==> src/rtl/ppe_psum_scheduler_if.sv <==
`default_nettype none
// ============================================================================
// Module      : ppe_psum_scheduler_if
// Description : Bundles the row handshake, timestep pulse, paired RF read
//               port, partial-sum stream, IMEM request stream and status
//               lines of the partial-sum scheduler.
//               master : scheduler side (drives reads, ps, req, status)
//               slave  : environment side (RFs, packetizer, row loader)
// Revision    : 1.0 - initial release
// ============================================================================
interface ppe_psum_scheduler_if #(
    parameter int WEIGHT_WIDTH = 8,
    parameter int SUM_WIDTH    = 13
);
    logic                    row_valid;
    logic                    row_ready;
    logic                    ts_done;
    logic                    rf_rd_en;
    logic [4:0]              i_raddr;
    logic [2:0]              w_raddr;
    logic                    i_rdata;
    logic [WEIGHT_WIDTH-1:0] w_rdata;
    logic                    ps_valid;
    logic                    ps_ready;
    logic [3:0]              ps_dest;
    logic [SUM_WIDTH-1:0]    ps_data;
    logic                    req_valid;
    logic                    req_ready;
    logic [3:0]              req_dest;
    logic [3:0]              req_pe;
    logic                    busy;
    logic                    ts;
    logic [2:0]              row_cnt;

    modport master (
        input  row_valid, ts_done, i_rdata, w_rdata, ps_ready, req_ready,
        output row_ready, rf_rd_en, i_raddr, w_raddr, ps_valid, ps_dest,
               ps_data, req_valid, req_dest, req_pe, busy, ts, row_cnt
    );

    modport slave (
        output row_valid, ts_done, i_rdata, w_rdata, ps_ready, req_ready,
        input  row_ready, rf_rd_en, i_raddr, w_raddr, ps_valid, ps_dest,
               ps_data, req_valid, req_dest, req_pe, busy, ts, row_cnt
    );
endinterface
`default_nettype wire

==> src/rtl/ppe_psum_scheduler.sv <==
`default_nettype none
// ============================================================================
// Module      : ppe_psum_scheduler
// Description : Sequencer for one partial-sum PE. For each loaded input row
//               it walks OUTPUT_DIM sliding windows, issuing FILTER_SIZE
//               paired input/weight RF reads per window, accumulates the
//               gated weights, and emits one partial sum per window to a
//               round-robin destination SPE. After a row it requests the next
//               row from IMEM until ROWS_PER_TS rows are done for the timestep.
// Ports       : clk, reset (async, active high)
//               bus (master) : row_valid/row_ready, ts_done, rf_rd_en,
//               i_raddr, w_raddr, i_rdata, w_rdata, ps_valid/ps_ready,
//               ps_dest, ps_data, req_valid/req_ready, req_dest, req_pe,
//               busy, ts, row_cnt
// Revision    : 1.0 - initial release
// ============================================================================
module ppe_psum_scheduler #(
    parameter int FILTER_SIZE  = 5,
    parameter int IFMAP_SIZE   = 25,
    parameter int OUTPUT_DIM   = IFMAP_SIZE - FILTER_SIZE + 1,
    parameter int WEIGHT_WIDTH = 8,
    parameter int SUM_WIDTH    = 13,
    parameter int NUM_SPE      = 5,
    parameter int ROWS_PER_TS  = 5,
    parameter int PE_ID        = 0,
    parameter int IMEM_ID      = 10
) (
    input  logic                  clk,
    input  logic                  reset,
    ppe_psum_scheduler_if.master  bus
);

    localparam logic [4:0] c_OUT_DIM  = 5'(OUTPUT_DIM);
    localparam logic [2:0] c_LAST_W   = 3'(FILTER_SIZE - 1);
    localparam logic [2:0] c_ROWS     = 3'(ROWS_PER_TS);
    localparam logic [3:0] c_LAST_SPE = 4'(NUM_SPE - 1);

    typedef enum logic [2:0] {
        S_IDLE  = 3'd0,
        S_READ  = 3'd1,
        S_DRAIN = 3'd2,
        S_EMIT  = 3'd3,
        S_REQ   = 3'd4
    } state_t;

    state_t               state_q, state_d;
    logic [4:0]           j_q, j_d;
    logic [2:0]           w_q, w_d;
    logic [SUM_WIDTH-1:0] acc_q, acc_d;
    logic [3:0]           dest_q, dest_d;
    logic [2:0]           row_cnt_q, row_cnt_d;
    logic                 ts_q, ts_d;
    logic                 ts_pend_q, ts_pend_d;
    // Set in the cycle after a read strobe: the RFs' data is valid now.
    logic                 rd_pend_q, rd_pend_d;

    logic                 w_row_ready;
    logic [SUM_WIDTH-1:0] w_product;

    assign w_row_ready = (state_q == S_IDLE) && !bus.ts_done && (row_cnt_q < c_ROWS);
    assign w_product   = bus.i_rdata ? {{(SUM_WIDTH-WEIGHT_WIDTH){1'b0}}, bus.w_rdata}
                                     : '0;

    always_ff @(posedge clk or posedge reset) begin
        if (reset) begin
            state_q   <= S_IDLE;
            j_q       <= '0;
            w_q       <= '0;
            acc_q     <= '0;
            dest_q    <= '0;
            row_cnt_q <= '0;
            ts_q      <= 1'b0;
            ts_pend_q <= 1'b0;
            rd_pend_q <= 1'b0;
        end else begin
            state_q   <= state_d;
            j_q       <= j_d;
            w_q       <= w_d;
            acc_q     <= acc_d;
            dest_q    <= dest_d;
            row_cnt_q <= row_cnt_d;
            ts_q      <= ts_d;
            ts_pend_q <= ts_pend_d;
            rd_pend_q <= rd_pend_d;
        end
    end

    always_comb begin
        state_d   = state_q;
        j_d       = j_q;
        w_d       = w_q;
        acc_d     = acc_q;
        dest_d    = dest_q;
        row_cnt_d = row_cnt_q;
        ts_d      = ts_q;
        ts_pend_d = ts_pend_q;
        rd_pend_d = 1'b0;

        // Product of the read issued last cycle (READ with w>0, or DRAIN).
        if (rd_pend_q) begin
            acc_d = acc_q + w_product;
        end

        // A timestep end seen while busy is remembered until IDLE.
        if ((state_q != S_IDLE) && bus.ts_done) begin
            ts_pend_d = 1'b1;
        end

        case (state_q)
            S_IDLE: begin
                if (bus.ts_done) begin
                    row_cnt_d = '0;
                    ts_d      = 1'b1;
                end else if (bus.row_valid && w_row_ready) begin
                    row_cnt_d = row_cnt_q + 3'd1;
                    j_d       = '0;
                    w_d       = '0;
                    acc_d     = '0;
                    state_d   = S_READ;
                end
            end
            S_READ: begin
                rd_pend_d = 1'b1;
                if (w_q == c_LAST_W) begin
                    w_d     = '0;
                    state_d = S_DRAIN;
                end else begin
                    w_d = w_q + 3'd1;
                end
            end
            S_DRAIN: begin
                state_d = S_EMIT;
            end
            S_EMIT: begin
                if (bus.ps_ready) begin
                    dest_d = (dest_q == c_LAST_SPE) ? 4'd0 : dest_q + 4'd1;
                    j_d    = j_q + 5'd1;
                    acc_d  = '0;
                    w_d    = '0;
                    if ((j_q + 5'd1) < c_OUT_DIM) begin
                        state_d = S_READ;
                    end else if (row_cnt_q < c_ROWS) begin
                        state_d = S_REQ;
                    end else begin
                        state_d = S_IDLE;
                    end
                end
            end
            S_REQ: begin
                if (bus.req_ready) begin
                    state_d = S_IDLE;
                end
            end
            default: begin
                state_d = S_IDLE;
            end
        endcase

        // Deferred timestep end takes effect on the edge entering IDLE.
        if ((state_q != S_IDLE) && (state_d == S_IDLE) && (ts_pend_q || bus.ts_done)) begin
            row_cnt_d = '0;
            ts_d      = 1'b1;
            ts_pend_d = 1'b0;
        end
    end

    assign bus.row_ready = w_row_ready;
    assign bus.rf_rd_en  = (state_q == S_READ);
    assign bus.i_raddr   = (state_q == S_READ) ? (j_q + {2'b00, w_q}) : 5'd0;
    assign bus.w_raddr   = (state_q == S_READ) ? w_q : 3'd0;
    assign bus.ps_valid  = (state_q == S_EMIT);
    assign bus.ps_data   = (state_q == S_EMIT) ? acc_q : '0;
    assign bus.ps_dest   = (state_q == S_EMIT) ? dest_q : 4'd0;
    assign bus.req_valid = (state_q == S_REQ);
    assign bus.req_dest  = 4'(IMEM_ID);
    assign bus.req_pe    = 4'(PE_ID);
    assign bus.busy      = (state_q != S_IDLE);
    assign bus.ts        = ts_q;
    assign bus.row_cnt   = row_cnt_q;

endmodule
`default_nettype wire

==> src/flat_wrapper.sv <==
// flat-port wrapper written by rule: the top's interface ports become plain ports
module ppe_psum_scheduler_flat 
#(
    parameter int FILTER_SIZE  = 5,
    parameter int IFMAP_SIZE   = 25,
    parameter int OUTPUT_DIM   = IFMAP_SIZE - FILTER_SIZE + 1,
    parameter int WEIGHT_WIDTH = 8,
    parameter int SUM_WIDTH    = 13,
    parameter int NUM_SPE      = 5,
    parameter int ROWS_PER_TS  = 5,
    parameter int PE_ID        = 0,
    parameter int IMEM_ID      = 10
)
  (clk, reset, bus_row_valid, bus_ts_done, bus_i_rdata, bus_w_rdata, bus_ps_ready, bus_req_ready, bus_row_ready, bus_rf_rd_en, bus_i_raddr, bus_w_raddr, bus_ps_valid, bus_ps_dest, bus_ps_data, bus_req_valid, bus_req_dest, bus_req_pe, bus_busy, bus_ts, bus_row_cnt);
  ppe_psum_scheduler_if #(.WEIGHT_WIDTH(WEIGHT_WIDTH), .SUM_WIDTH(SUM_WIDTH)) bus_i ();
  input  logic clk;
  input  logic reset;
  input wire logic [$bits(bus_i.row_valid)-1:0] bus_row_valid;
  input wire logic [$bits(bus_i.ts_done)-1:0] bus_ts_done;
  input wire logic [$bits(bus_i.i_rdata)-1:0] bus_i_rdata;
  input wire logic [$bits(bus_i.w_rdata)-1:0] bus_w_rdata;
  input wire logic [$bits(bus_i.ps_ready)-1:0] bus_ps_ready;
  input wire logic [$bits(bus_i.req_ready)-1:0] bus_req_ready;
  output wire logic [$bits(bus_i.row_ready)-1:0] bus_row_ready;
  output wire logic [$bits(bus_i.rf_rd_en)-1:0] bus_rf_rd_en;
  output wire logic [$bits(bus_i.i_raddr)-1:0] bus_i_raddr;
  output wire logic [$bits(bus_i.w_raddr)-1:0] bus_w_raddr;
  output wire logic [$bits(bus_i.ps_valid)-1:0] bus_ps_valid;
  output wire logic [$bits(bus_i.ps_dest)-1:0] bus_ps_dest;
  output wire logic [$bits(bus_i.ps_data)-1:0] bus_ps_data;
  output wire logic [$bits(bus_i.req_valid)-1:0] bus_req_valid;
  output wire logic [$bits(bus_i.req_dest)-1:0] bus_req_dest;
  output wire logic [$bits(bus_i.req_pe)-1:0] bus_req_pe;
  output wire logic [$bits(bus_i.busy)-1:0] bus_busy;
  output wire logic [$bits(bus_i.ts)-1:0] bus_ts;
  output wire logic [$bits(bus_i.row_cnt)-1:0] bus_row_cnt;
  assign bus_i.row_valid = bus_row_valid;
  assign bus_i.ts_done = bus_ts_done;
  assign bus_i.i_rdata = bus_i_rdata;
  assign bus_i.w_rdata = bus_w_rdata;
  assign bus_i.ps_ready = bus_ps_ready;
  assign bus_i.req_ready = bus_req_ready;
  assign bus_row_ready = bus_i.row_ready;
  assign bus_rf_rd_en = bus_i.rf_rd_en;
  assign bus_i_raddr = bus_i.i_raddr;
  assign bus_w_raddr = bus_i.w_raddr;
  assign bus_ps_valid = bus_i.ps_valid;
  assign bus_ps_dest = bus_i.ps_dest;
  assign bus_ps_data = bus_i.ps_data;
  assign bus_req_valid = bus_i.req_valid;
  assign bus_req_dest = bus_i.req_dest;
  assign bus_req_pe = bus_i.req_pe;
  assign bus_busy = bus_i.busy;
  assign bus_ts = bus_i.ts;
  assign bus_row_cnt = bus_i.row_cnt;
  ppe_psum_scheduler #(.FILTER_SIZE(FILTER_SIZE), .IFMAP_SIZE(IFMAP_SIZE), .OUTPUT_DIM(OUTPUT_DIM), .WEIGHT_WIDTH(WEIGHT_WIDTH), .SUM_WIDTH(SUM_WIDTH), .NUM_SPE(NUM_SPE), .ROWS_PER_TS(ROWS_PER_TS), .PE_ID(PE_ID), .IMEM_ID(IMEM_ID)) u_core (.clk(clk), .reset(reset), .bus(bus_i));
endmodule
==> config.mk <==
export PLATFORM = sky130hd
export DESIGN_NAME = ppe_psum_scheduler_flat
export DESIGN_NICKNAME = d
export VERILOG_FILES = /design/src/rtl/ppe_psum_scheduler_if.sv /design/src/rtl/ppe_psum_scheduler.sv /design/src/flat_wrapper.sv
export SDC_FILE = /design/constraint.sdc
export NUM_CORES = 1
export LEC_CHECK = 0
export CORE_ASPECT_RATIO = 2
export CORE_MARGIN = 2
export CORE_UTILIZATION = 46
export CTS_CLUSTER_SIZE = 40
export DETAILED_ROUTE_END_ITERATION = 8
export PLACE_DENSITY = 0.73
export SYNTH_ARGS = -nofsm -noshare
export SYNTH_HDL_FRONTEND = slang
export SYNTH_SLANG_ARGS = --single-unit
export TNS_END_PERCENT = 30
==> constraint.sdc <==
create_clock -name clk -period 1.7 [get_ports clk]
set_input_delay 0.255 -clock clk [delete_from_list [all_inputs] [get_ports clk]]
set_output_delay 0.255 -clock clk [all_outputs]
set_load 0.01 [all_outputs]
==> report_table.html, run 1 <==
<table>
<tr><th>Metric</th><th>Value</th></tr>
<tr><th colspan="2">Place</th></tr>
<tr><td>Count of port buffers added during placement</td><td>48</td></tr>
<tr><td>Last weighted congestion value of the routability-driven placer</td><td>0.905</td></tr>
<tr><td>Setup Slack @ Placement</td><td>-0.901 ns</td></tr>
<tr><td>Final HPWL from detailed placement</td><td>5.57 mm</td></tr>
<tr><th colspan="2">Detailed routing</th></tr>
<tr><td>Number of design-rule violations left by the first detailed-router iteration</td><td>between 70 and 80</td></tr>
<tr><td>Total routed wirelength</td><td>8.33 mm</td></tr>
<tr><td>Antenna violation net count after detailed routing</td><td>0</td></tr>
<tr><td>Drc violations</td><td>0</td></tr>
<tr><td>Routed via count divided by cell count</td><td>5.54</td></tr>
<tr><td>Number of vias after detailed routing</td><td>between 2k and 3k</td></tr>
<tr><td>DR WL/cell</td><td>17.0 um</td></tr>
<tr><td>First-pass DRT Iterations</td><td>4</td></tr>
<tr><th colspan="2">Clocking</th></tr>
<tr><td>Clock root buffer</td><td>clkbuf_8</td></tr>
<tr><td>Count of hold-fix buffers inserted at cts</td><td>0</td></tr>
<tr><td>CTS Sinks</td><td>34</td></tr>
<tr><td>Number of CTS-inserted buffers</td><td>5</td></tr>
<tr><td>Skew-Pair Late Insertion Delay</td><td>just under 0.3 ns</td></tr>
<tr><td>Clock-pin transition on the worst setup and hold timing paths</td><td>0.07 ns</td></tr>
<tr><td>TritonCTS clock tree</td><td>built</td></tr>
<tr><td>CTS Buffer Depth</td><td>2</td></tr>
<tr><td>Number of H-tree levels</td><td>2</td></tr>
<tr><th colspan="2">Die</th></tr>
<tr><td>I/O Pins</td><td>57</td></tr>
<tr><td>Std-Cell Core Area</td><td>about 5500 sq um</td></tr>
<tr><td>Die height</td><td>110 um</td></tr>
<tr><td>Initial Util</td><td>0.476</td></tr>
<tr><td>Horizontal die dimension</td><td>57.2 um</td></tr>
<tr><td>Die area</td><td>~6300 sq um</td></tr>
<tr><td>Std-Cell Rows</td><td>38</td></tr>
<tr><th colspan="2">Worst setup path</th></tr>
<tr><td>Maximum fanout count along the critical path</td><td>2</td></tr>
<tr><td>Data arrival time of the critical path</td><td>1.82 ns</td></tr>
<tr><td>Setup Crit Path Kind</td><td>reg2out</td></tr>
<tr><td>Reg-to-Reg Start</td><td>u_core.j_q[0]</td></tr>
<tr><td>Worst Path Required</td><td>1.44 ns</td></tr>
<tr><td>Element type at the critical path end</td><td>output port</td></tr>
<tr><td>Kind of launch point of the worst setup path</td><td>flip-flop</td></tr>
<tr><td>Worst setup path startpoint</td><td>u_core.w_q[0]</td></tr>
<tr><th colspan="2">Timing</th></tr>
<tr><td>Worst clock skew on the final layout</td><td>0.00825 ns</td></tr>
<tr><td>Fin. max-slew vios</td><td>0</td></tr>
<tr><td>Tmin final</td><td>2.07 ns</td></tr>
<tr><td>Post-layout worst setup margin</td><td>-0.372 ns</td></tr>
<tr><td>Fmax achieved</td><td>between 400 and 500 MHz</td></tr>
<tr><td>Setup repair after global routing missed its margin</td><td>true</td></tr>
<tr><td>Final worst path period share</td><td>1.22</td></tr>
<tr><td>Final setup violating endpoints</td><td>28</td></tr>
<tr><td>Hold violation count in the final report</td><td>0</td></tr>
<tr><td>Post-route worst hold slack</td><td>0.371 ns</td></tr>
<tr><td>Final-layout setup total negative slack</td><td>-4.13 ns</td></tr>
<tr><th colspan="2">Power</th></tr>
<tr><td>Clock network fraction of total power</td><td>0.102</td></tr>
<tr><td>Static power due to leakage</td><td>between 2 and 2.5 nW</td></tr>
<tr><td>Switching share of power</td><td>0.415</td></tr>
<tr><td>Register share of total power</td><td>0.223</td></tr>
<tr><td>Power density of the placed cells</td><td>1550 nW/um^2</td></tr>
<tr><td>Peak VDD IR</td><td>0.00114 V</td></tr>
<tr><td>Switching component of the power</td><td>0.00266 W</td></tr>
<tr><td>Internal power</td><td>0.00375 W</td></tr>
<tr><td>Combinational share of power</td><td>0.676</td></tr>
<tr><th colspan="2">Global routing</th></tr>
<tr><td>Maximum number of pins on one net before global-route repair</td><td>35</td></tr>
<tr><td>Met2 Use GR</td><td>0.489</td></tr>
<tr><td>Wire length of the first global-routing pass</td><td>12.6 mm</td></tr>
<tr><td>Most crowded layer after global routing</td><td>met2</td></tr>
<tr><td>Vias in the first global route</td><td>between 2k and 3k</td></tr>
<tr><td>Antenna violations before repair</td><td>0</td></tr>
<tr><td>Met1 track demand over resource</td><td>0.244</td></tr>
<tr><td>Global Route met3 Usage</td><td>0.0328</td></tr>
<tr><td>Overflow left after global routing</td><td>0</td></tr>
<tr><td>GRT Overall Usage</td><td>0.251</td></tr>
<tr><th colspan="2">Synthesis</th></tr>
<tr><td>Share of flip-flops with an asynchronous set or reset</td><td>1.00</td></tr>
<tr><td>Syn Inst Count</td><td>around 290</td></tr>
<tr><td>Count of unique library cells instantiated by Yosys</td><td>54</td></tr>
<tr><td>EDFF count, synth</td><td>0</td></tr>
<tr><td>Multiplexer area fraction after synthesis</td><td>0.0235</td></tr>
<tr><td>Fraction of the mapped netlist area in adder cells</td><td>0.0971</td></tr>
<tr><td>Largest family of logic cells by synthesized area</td><td>simple AND/OR/NAND/NOR gates</td></tr>
<tr><td>Fraction of the mapped netlist area in compound gates</td><td>0.203</td></tr>
<tr><td>Top flip-flop cell by instance count after synthesis</td><td>dfrtp_1</td></tr>
<tr><td>Area share of xor/xnor cells in the synthesized design</td><td>0.0336</td></tr>
<tr><td>Fraction of the mapped netlist area in simple logic gates</td><td>0.245</td></tr>
<tr><td>Per-instance average area after synthesis</td><td>8.86 sq um</td></tr>
<tr><td>Warnings, synthesis</td><td>0</td></tr>
<tr><td>Cell area after technology mapping</td><td>approximately 2600 sq um</td></tr>
<tr><td>Register bit count reported by yosys</td><td>34</td></tr>
<tr><td>Sequential fraction of the synthesis area</td><td>0.327</td></tr>
<tr><th colspan="2">Final layout</th></tr>
<tr><td>Commonest non-fill, non-tap cell in the layout</td><td>buf_4</td></tr>
<tr><td>Final cell utilization of the core</td><td>0.757</td></tr>
<tr><td>Fill cell count</td><td>425</td></tr>
<tr><td>Fin nets</td><td>463</td></tr>
<tr><td>Fraction of layout instances using a drive strength above 1</td><td>0.428</td></tr>
<tr><td>Leading cell types in the layout, fill and taps excluded</td><td>buf_4 (82), dfrtp_1 (34), and2_1 (26), nand2_1 (18), nor2_1 (16)</td></tr>
<tr><td>ANT cells</td><td>0</td></tr>
<tr><td>Layout overhead on the synthesized area</td><td>58.9%</td></tr>
<tr><th colspan="2">Run status</th></tr>
<tr><td>Violated checks</td><td>setup timing</td></tr>
<tr><td>Run status</td><td>finished, violations left</td></tr>
<tr><th colspan="2">Hold path</th></tr>
<tr><td>Hold WC Path Type</td><td>in2async</td></tr>
<tr><th colspan="2">Run</th></tr>
<tr><td>Max-Cap Viols</td><td>0</td></tr>
</table>
==> routing by layer <==
| metal | vias to the layer above | part of all wire |
|---|---|---|
| met5 | - | 0 |
| met4 | 0 | 0.042 |
| met3 | 29 | 0.027 |
| met2 | 69 | 0.58 |
| met1 | 1333 | 0.35 |
| li1 | 1286 | - |
==> layout make-up <==
class | instances | area, sq um | share of cell area
multi-input cells | 230 | 1920 | 0.464
repair buffers | 142 | 1140 | 0.276
flip-flops and latches | 34 | 851 | 0.206
clock buffers | 7 | 86.3 | 0.0209
well taps | 60 | 75.1 | 0.0181
inverters | 16 | 60.1 | 0.0145
clock inverters | 1 | 5.00 | 0.00121
==> synth_stat cells, drive strengths merged, types with 2 or more instances <==
cell type / count / share of area
o2111ai: 2 / 0.0067
o21a: 3 / 0.0086
and2: 32 / 0.077
ha: 17 / 0.082
o211ai: 2 / 0.0077
xor2: 4 / 0.013
nand2: 21 / 0.030
fa: 2 / 0.015
and3: 5 / 0.012
o31ai: 2 / 0.0058
dfrtp: 34 / 0.33
a32o: 2 / 0.0077
a211oi: 3 / 0.0086
a2bb2oi: 2 / 0.0067
a21oi: 15 / 0.029
nand3b: 6 / 0.017
clkbuf: 6 / 0.0086
inv: 16 / 0.023
buf: 14 / 0.037
xnor2: 6 / 0.020
o31a: 2 / 0.0067
a41oi: 2 / 0.0067
o22ai: 2 / 0.0048
nor2b: 4 / 0.0096
nor2: 16 / 0.023
mux2i: 5 / 0.019
nor3: 5 / 0.013
a31oi: 7 / 0.023
a21o: 7 / 0.020
o21ai: 20 / 0.040
conb: 2 / 0.0029
nand3: 9 / 0.017
nand2b: 4 / 0.0096
==> through the flow <==
step	total power [W]	cell area, sq um	instances
2_1_floorplan	0.00330	2710	300
4_1_cts	0.00599	3980	485
5_1_grt	0.00687	4140	490
3_5_place_dp	0.00501	3720	464
6_report	0.00641	4140	490
3_3_place_gp	0.00493	3720	464
==> timing repair <==
| action | CTS | global route |
|---|---|---|
| buffers inserted | 14 | 7 |
| pin swaps | 33 | 17 |
| setup endpoints to repair | 47 | 56 |
| gates resized for setup | 73 | 77 |
==> kinds of logic after synthesis <==
group                    after synthesis
AO/OA/AOI/OAI                         76
XOR/XNOR                              10
adder cells (fa/ha/maj)               19
buffers and inverters                 36
flip-flops                            34
multiplexers                           6
other                                  2
AND/OR/NAND/NOR                      111
==> path summary, 6_finish.rpt <==
| path | endpoint | cells after the start | slack (ns) |
|---|---|---|---|
| setup / recovery | bus_i_raddr[4] | 7 | -0.37 |
| hold / removal | u_core.dest_q[3] | 3 | 0.37 |
| setup reg to reg | u_core.bus.row_cnt[0] | 8 | -0.34 |
| hold reg to reg | u_core.dest_q[3] | 1 | 0.54 |
| max in group asynchronous | u_core.w_q[1] | 3 | 1.00 |
| min in group clk | u_core.dest_q[3] | 1 | 0.54 |
==> critical path, cell delays in order, from the launching register on <==
cell and delay [ns]:
dfrtp_1 0.40, ha_2 0.20, fa_2 0.35, a21oi_2 0.13
nor2b_1 0.07, xnor2_1 0.13, nor2_1 0.11, buf_2 0.14
==> registers in the layout, summed over array words and instances, names as in the netlist <==
name                flops
u_core.dest_q           4
u_core.bus.row_cnt      3
u_core.w_q              3
u_core.state_q          3
u_core.acc_q           13
u_core.ts_pend_q        1
u_core.bus.ts           1
u_core.rd_pend_q        1
u_core.j_q              5
==> power groups by stage <==
stage               registers [W]  clock network, W  logic, W
floorplan                 0.00138                 0   0.00192
global placement          0.00142                 0   0.00350
detailed placement        0.00143                 0   0.00358
CTS                       0.00142          0.000667   0.00391
global route              0.00146          0.000688   0.00471
finish                    0.00143          0.000653   0.00433
Power figures use the tool's default switching activity.
==> run 2, diff against run 1 <==
==> constraint.sdc (replaced) <==
create_clock -name clk -period 1.7 [get_ports clk]
set_input_delay 0.425 -clock clk [delete_from_list [all_inputs] [get_ports clk]]
set_output_delay 0.425 -clock clk [all_outputs]
set_load 0.1 [all_outputs]
==> run 2 against run 1 <==
  * The flow still finishes with violations (setup timing)
  * Clock-buffer cell count stayed put
  * Maximum frequency is 10% lower
  * Non-clock buffer count is 7 lower
  * Wire length is 9.8% higher
  * Sequential power is 8% higher
  * Flip-flop and latch count stayed put
  * Register-to-register slack hardly changed
  * Cell area is 13% higher
  * Combinational power is 55% higher
  * Via count is 2.7% higher
  * Clock power is 3% lower
  * Critical path type unchanged
  * Largest cell class unchanged
  * Largest power group unchanged
==> report_table.html, run 2 (synthesis results as in run 1) <==
<table>
<tr><th>Metric</th><th>Value</th></tr>
<tr><th colspan="2">Run status</th></tr>
<tr><td>Run status</td><td>finished, violations left</td></tr>
<tr><td>Violated checks</td><td>setup timing</td></tr>
<tr><th colspan="2">Final layout</th></tr>
<tr><td>ANT cells</td><td>0 (unchanged)</td></tr>
<tr><td>Flip-flop count of the largest register after layout</td><td>13 (unchanged)</td></tr>
<tr><td>Fin nets</td><td>456 (-1.5%)</td></tr>
<tr><td>Leading cell types in the layout, fill and taps excluded</td><td>buf_4 (76), buf_12 (36), and2_4 (30), dfrtp_1 (30), nand2_1 (19)</td></tr>
<tr><td>Count of placed standard cells in the final layout, fillers left out</td><td>483 (-1.4%)</td></tr>
<tr><td>Commonest non-fill, non-tap cell in the layout</td><td>buf_4</td></tr>
<tr><td>Fraction of layout instances using a drive strength above 1</td><td>0.539 (+0.111)</td></tr>
<tr><td>Layout overhead on the synthesized area</td><td>79.0%</td></tr>
<tr><td>Final cell utilization of the core</td><td>0.852 (+0.0954)</td></tr>
<tr><td>Registers with the most flip-flops</td><td>u_core.acc_q: 13 flops, u_core.j_q: 5 flops, u_core.dest_q: 4 flops</td></tr>
<tr><td>Biggest register</td><td>u_core.acc_q</td></tr>
<tr><th colspan="2">Worst setup path</th></tr>
<tr><td>Data arrival time of the critical path</td><td>1.89 ns (+0.07 ns)</td></tr>
<tr><td>Setup Crit Path Kind</td><td>reg2out</td></tr>
<tr><td>End point of the critical path</td><td>bus_i_raddr[4]</td></tr>
<tr><td>Kind of launch point of the worst setup path</td><td>flip-flop</td></tr>
<tr><td>Worst Path Required</td><td>1.27 ns (-0.17 ns)</td></tr>
<tr><td>Cell breakdown of the critical path</td><td>ha_2, fa_2, a21oi_2, nor2b_2, xnor2_2, nor2_4, buf_12</td></tr>
<tr><td>R2R cell count</td><td>8 (unchanged)</td></tr>
<tr><td>Element type at the critical path end</td><td>output port</td></tr>
<tr><td>Cell type of the slowest stage on the worst timing path</td><td>dfrtp_1</td></tr>
<tr><td>R2R Path End</td><td>u_core.bus.row_cnt[0]</td></tr>
<tr><td>Delay of the slowest critical-path stage</td><td>0.40 ns (about the same)</td></tr>
<tr><td>Slack of the worst reg-to-reg path</td><td>-0.34 ns (about the same)</td></tr>
<tr><td>Worst setup path startpoint</td><td>u_core.j_q[0]</td></tr>
<tr><td>Reg-to-Reg Start</td><td>u_core.j_q[0]</td></tr>
<tr><td>Maximum fanout count along the critical path</td><td>2 (unchanged)</td></tr>
<tr><th colspan="2">Clocking</th></tr>
<tr><td>TritonCTS clock tree</td><td>built</td></tr>
<tr><td>Skew-Pair Late Insertion Delay</td><td>0.29 ns (about the same)</td></tr>
<tr><td>CTS Buffer Depth</td><td>2 (unchanged)</td></tr>
<tr><td>Count of hold-fix buffers inserted at cts</td><td>0 (unchanged)</td></tr>
<tr><td>Clock root buffer</td><td>clkbuf_8</td></tr>
<tr><td>Number of H-tree levels</td><td>2 (unchanged)</td></tr>
<tr><td>Number of CTS-inserted buffers</td><td>5 (unchanged)</td></tr>
<tr><td>CTS Sinks</td><td>34 (unchanged)</td></tr>
<tr><td>Clock-pin transition on the worst setup and hold timing paths</td><td>0.07 ns (about the same)</td></tr>
<tr><th colspan="2">Die</th></tr>
<tr><td>Std-Cell Rows</td><td>38 (unchanged)</td></tr>
<tr><td>I/O Pins</td><td>57 (unchanged)</td></tr>
<tr><td>Std-Cell Core Area</td><td>5470 sq um (unchanged)</td></tr>
<tr><td>Initial Util</td><td>0.476 (unchanged)</td></tr>
<tr><td>Die area</td><td>6310 sq um (unchanged)</td></tr>
<tr><td>Horizontal die dimension</td><td>57.2 um (unchanged)</td></tr>
<tr><td>Die height</td><td>110 um (unchanged)</td></tr>
<tr><th colspan="2">Timing</th></tr>
<tr><td>Setup repair after global routing missed its margin</td><td>true</td></tr>
<tr><td>Tmin final</td><td>2.31 ns (+0.240 ns)</td></tr>
<tr><td>Worst clock skew on the final layout</td><td>0.00564 ns (-0.00261 ns)</td></tr>
<tr><td>Fmax achieved</td><td>432 MHz (-10%)</td></tr>
<tr><td>Post-layout worst setup margin</td><td>-0.613 ns (-0.240 ns)</td></tr>
<tr><td>Fin. max-slew vios</td><td>0 (unchanged)</td></tr>
<tr><td>Worst relative slew slack</td><td>0.661</td></tr>
<tr><td>Final-layout setup total negative slack</td><td>-10.36 ns (-6.22 ns)</td></tr>
<tr><td>Transition time at the pin with the least slew margin</td><td>0.508 ns</td></tr>
<tr><td>Final worst path period share</td><td>1.36 (+0.141)</td></tr>
<tr><td>Final setup violating endpoints</td><td>46 (+64%)</td></tr>
<tr><td>Hold violation count in the final report</td><td>0 (unchanged)</td></tr>
<tr><th colspan="2">Detailed routing</th></tr>
<tr><td>Drc violations</td><td>0 (unchanged)</td></tr>
<tr><td>Routed via count divided by cell count</td><td>5.78 (+4.2%)</td></tr>
<tr><td>Total routed wirelength</td><td>9.14 mm (+9.8%)</td></tr>
<tr><td>Antenna violation net count after detailed routing</td><td>0 (unchanged)</td></tr>
<tr><td>DR WL/cell</td><td>18.9 um (+11%)</td></tr>
<tr><td>Number of design-rule violations left by the first detailed-router iteration</td><td>142 (+92%)</td></tr>
<tr><td>First-pass DRT Iterations</td><td>4 (unchanged)</td></tr>
<tr><td>Number of vias after detailed routing</td><td>2791 (+2.7%)</td></tr>
<tr><th colspan="2">Global routing</th></tr>
<tr><td>GRT Overall Usage</td><td>0.280 (+0.0289)</td></tr>
<tr><td>Overflow left after global routing</td><td>0 (unchanged)</td></tr>
<tr><td>Maximum number of pins on one net before global-route repair</td><td>35 (unchanged)</td></tr>
<tr><td>Wire length of the first global-routing pass</td><td>13.8 mm (+9.5%)</td></tr>
<tr><td>Antenna violations before repair</td><td>0 (unchanged)</td></tr>
<tr><td>Vias in the first global route</td><td>2921 (+4.9%)</td></tr>
<tr><th colspan="2">Power</th></tr>
<tr><td>Peak VDD IR</td><td>0.00259 V (+130%)</td></tr>
<tr><td>Power density of the placed cells</td><td>1910 nW/um^2 (+23%)</td></tr>
<tr><td>Static power due to leakage</td><td>2.08 nW (+0.69%)</td></tr>
<tr><th colspan="2">Hold path</th></tr>
<tr><td>Hold WC Path Type</td><td>in2async</td></tr>
<tr><th colspan="2">Place</th></tr>
<tr><td>Placed instance count</td><td>458 (-1.3%)</td></tr>
<tr><td>Setup Slack @ Placement</td><td>-1.07 ns (-0.172 ns)</td></tr>
<tr><td>Count of port buffers added during placement</td><td>48 (unchanged)</td></tr>
<tr><td>Last weighted congestion value of the routability-driven placer</td><td>0.929 (+2.7%)</td></tr>
<tr><td>Final HPWL from detailed placement</td><td>5.95 mm (+6.7%)</td></tr>
<tr><th colspan="2">Run</th></tr>
<tr><td>Max-Cap Viols</td><td>0 (unchanged)</td></tr>
</table>
==> run 2: cell types whose count changed in the layout (fill, tap and decap cells not counted), moves of 6 or more <==
cell,previous run,this run
buf_12,0,36
clkdlybuf4s50_1,11,3
clkbuf_2,14,0
and2_4,6,30
buf_4,82,76
and2_1,26,2
==> run 2: through the flow <==
step	area (sq um)	hold WS (ns)	total power [W]
2_1_floorplan	2770	0.488	0.00505
3_3_place_gp	4060	0.504	0.00727
3_5_place_dp	4060	0.510	0.00740
4_1_cts	4490	0.486	0.00851
5_1_grt	4660	0.498	0.00931
6_report	4660	0.483	0.00889
==> run 2: area by class of cell <==
cell class                      count  area (sq um)
Sequential cell                    34           856
Inverter                           16          63.8
Multi-Input combinational cell    230          2040
Timing Repair Buffer              135          1530
Clock inverter                      1          5.00
Clock buffer                        7          86.3
Tap cell                           60          75.1
Fill cell                         273           808
==> run 2: routing by layer <==
layer	GRT usage	up-vias	wire length [um]
met4	0.152	0	562
met1	0.253	1346	2890
met5	0	-	0
met2	0.555	116	5380
li1	-	1279	-
met3	0.0375	50	306
==> run 2: what timing repair did <==
item | CTS | global route
endpoints found under the hold margin | 0 | 0
gates resized for setup | 83 | 26
pin swaps | 48 | 21
setup buffers | 9 | 8
setup endpoints to repair | 48 | 51
==> run 2: worst min-delay path by stage <==
stage                      from               end  slack [ns]  cells after the start
5_1_grt                   reset  u_core.dest_q[3]        0.50                      3
6_report                  reset  u_core.dest_q[0]        0.48                      3
3_5_place_dp   u_core.dest_q[3]  u_core.dest_q[3]        0.51                      1
3_3_place_gp   u_core.dest_q[3]  u_core.dest_q[3]        0.50                      1
4_1_cts                   reset  u_core.dest_q[3]        0.49                      3
2_1_floorplan  u_core.dest_q[3]  u_core.dest_q[3]        0.49                      1
==> run 2: power by group <==
part	internal (W)	switching [W]	total, W
combinational	0.00297	0.00374	0.00671
clock	0.000327	0.000308	0.000635
sequential	0.00113	0.000416	0.00154
total	0.00442	0.00447	0.00889
==> run 2: critical path: cells and delay by family (launching register included) <==
family / cells / cell delay (ns)
simple gates: 2 / 0.18
flops: 1 / 0.40
compound gates: 1 / 0.14
buf+inv: 1 / 0.18
fa+ha+maj: 2 / 0.54
xor+xnor: 1 / 0.15
==> variant, RTL diff (config.mk and constraints of run 1) <==
`j_q` no longer has a reset.
--- a/src/rtl/ppe_psum_scheduler.sv
+++ b/src/rtl/ppe_psum_scheduler.sv
@@ -66,3 +66,2 @@
             state_q   <= S_IDLE;
-            j_q       <= '0;
             w_q       <= '0;
@@ -76,3 +75,2 @@
             state_q   <= state_d;
-            j_q       <= j_d;
             w_q       <= w_d;
@@ -85,2 +83,6 @@
         end
+    end
+
+    always_ff @(posedge clk) begin
+        j_q <= j_d;
     end
Check against the original RTL: same outputs for any inputs over 10 cycles, from zero or initial values and one cycle with reset high; that may be too few to reach the edited logic, so the function may still have changed.
==> variant against run 1 <==
- the run still ends with setup timing left
- final cell count fell by 1.0%
- wire length increased by 11%
- clock skew fell by 0.0015 ns
- total power shrank 2.4%
- synthesized area rose by 0.53%
- sequential cell count stayed put
- setup slack worse by 0.016 ns
- design area up 1.9%
- critical endpoint unchanged
- largest power group unchanged
- highest routed layer unchanged
==> variant: results (changes against run 1) <==
[metrics] largest fanout of any net on the critical path: 2 (unchanged)
[metrics] Worst Hold Margin: 0.351 ns (-0.0191 ns)
[metrics] ratio of cells with drive above 1 in the final layout: 46.8% (+4.0 points)
[metrics] count of cell types in the netlist: 61 (+13%)
[metrics] kind of path behind the tightest hold check: in -> async
[metrics] met1 global-route usage: 26.1% (+1.8 points)
[metrics] total CTS buffers: 5 (unchanged)
[metrics] final-layout setup total negative slack: -7.00 ns (-2.87 ns)
[metrics] Via Count: 2791 (+2.7%)
[metrics] clock tree root buffer cell: clkbuf_8
[metrics] cells on worst reg2reg path: 8 (unchanged)
[metrics] P_leak: 1.95 nW (-6.0%)
[metrics] Filler Cell Count: 342 (-20%)
[metrics] number of diodes: 0 (unchanged)
[metrics] number of nets in the layout: 458 (-1.1%)
[metrics] number of buffers between clock root and the deepest sink: 2 (unchanged)
[metrics] WL final: 9.20 mm (+11%)
[metrics] violated checks: setup timing
[metrics] origin of the critical flop-to-flop path: u_core.j_q[1]
[metrics] capturing point of the worst reg2reg path: u_core.ts_pend_q
[metrics] detailed placer's ending HPWL: 5.65 mm (+1.4%)
[metrics] cell types with the largest area share after synthesis: dfrtp_1 (28%), ha_1 (8.1%), and2_1 (6.5%), edfxtp_1 (5.7%), a21oi_1 (4.0%)
[metrics] registers with the highest flip-flop counts: u_core.acc_q: 13 flops, u_core.j_q: 5 flops, u_core.dest_q: 4 flops
[metrics] worst setup margin: -0.388 ns (-0.0157 ns)
[metrics] final setup fails: 44 (+57%)
[metrics] detailed-router iteration count before antenna repair: 4 (unchanged)
[metrics] global-route track usage on met2: 50.0% (+1.1 points)
[metrics] routability congestion estimate: 0.924 (+2.0%)
[metrics] Worst setup startpoint: u_core.w_q[0]
[metrics] global-route wire length before repair: 13.2 mm (+5.1%)
[metrics] total global routing track utilization: 27.0% (+1.9 points)
[metrics] status: complete, but fails checks
[metrics] Slew Limit Headroom: 64.6%
[metrics] clock skew after layout: 0.00678 ns (-0.00147 ns)
[metrics] Yosys warning count: 0 (unchanged)
[metrics] Seq/Total Area, Yosys: 33.5% (+0.78 points)
[metrics] final count of hold timing violations: 0 (unchanged)
[metrics] largest voltage drop on the vdd net: 0.00107 V (-6.1%)
[metrics] routing usage on met3: 3.62% (+0.34 points)
[metrics] clock-pin slew on the worst setup and hold paths: 0.07 ns (about the same)
[metrics] insertion delay to the later sink of the worst-skew pair: 0.30 ns
[metrics] proportion of register bits with asynchronous set or reset after synthesis: 85.3% (-15 points)
[metrics] count of flip-flops with a built-in enable after synthesis: 5 (+5)
[metrics] number of antenna violations at the first check in global routing: 0 (unchanged)
[metrics] arrival time at the worst endpoint: 1.83 ns
[metrics] 1st-iter DRT viols: 109 (+47%)
[metrics] CTS H-tree lvls: 2 (unchanged)
[metrics] ranking of synthesized cells by instance count: dfrtp_1 (29), and2_1 (27), nor2_1 (23)
[metrics] largest net degree at the start of global routing: 30 (-14%)
[metrics] post-placement setup slack: -0.855 ns (+0.0452 ns)
==> variant: changes by cell type after synthesis, moves of 3 or more <==
cell / delta
nor2_1: +7
a21oi_1: +6
nand3_1: -6
and2_1: -5
dfrtp_1: -5
edfxtp_1: +5
a21o_1: -4
nor3_1: +4
nand3b_1: -3
nand4b_1: +3
nor2b_1: +3
or3_1: +3
==> variant: area by class of cell <==
type / count / area [µm²] / share of cell area, %
Clock inverter: 3 / 16.3 / 0.386
Multi-Input combinational cell: 234 / 2000 / 47.5
Timing Repair Buffer: 132 / 1100 / 26.2
Sequential cell: 34 / 876 / 20.8
Inverter: 17 / 75.1 / 1.78
Clock buffer: 5 / 68.8 / 1.63
Tap cell: 60 / 75.1 / 1.78
==> variant: power by group <==
part / switching, mW / internal (mW)
Clock: 0.329 / 0.280
Sequential: 0.291 / 1.11
Combinational: 2.09 / 2.15
Total: 2.71 / 3.54
==> variant: metal layers <==
layer / share of wire [%] / vias up
met5: 0 / -
met4: 6.9 / 0
met3: 4.2 / 47
met2: 57 / 114
met1: 32 / 1346
li1: - / 1284
==> variant: how the worst max path moves through the flow <==
stage	to	slack, ns	cells after the start
2_1_floorplan	u_core.acc_q[10]	-0.12	8
3_3_place_gp	u_core.acc_q[9]	-0.82	10
3_5_place_dp	u_core.acc_q[12]	-0.86	10
4_1_cts	bus_i_raddr[4]	-0.33	7
5_1_grt	bus_i_raddr[4]	-0.44	7
6_report	bus_i_raddr[4]	-0.39	7
==> variant: stage by stage <==
step / cell area, µm² / util [%] / cells
detailed placement: 3670 / 67.2 / 463
finish: 4220 / 77.1 / 485
CTS: 4020 / 73.5 / 481
global route: 4220 / 77.1 / 485
floorplan: 2700 / - / 303
global placement: 3670 / 67.2 / 463
==> variant: critical path, stage by stage, from the launching register on <==
cell	delay, ns
dfrtp_1	0.42
ha_2	0.21
fa_2	0.35
a21oi_2	0.13
nor2b_1	0.07
xnor2_1	0.12
nor2_1	0.09
buf_2	0.14
==> variant: repair_timing <==
action | CTS | global route
hold buffers | 0 | 0
endpoints found under the setup margin | 55 | 57
pin swaps | 30 | 35
buffers inserted | 12 | 5
gates cloned | 1 | 0
resized for setup | 150 | 58
hold endpoints to repair | 0 | 0
==> variant: cell families (layout without fill, tap and decap cells) <==
logic type	after synthesis	in the layout	synth area share (%)
xor+xnor	9	9	3.01
mux	6	6	2.34
flops	34	34	33.5
buf+inv	35	157	6.93
fa+ha+maj	19	19	9.66
compound gates	70	70	17.4
other cells	2	8	0.287
simple gates	122	122	26.9
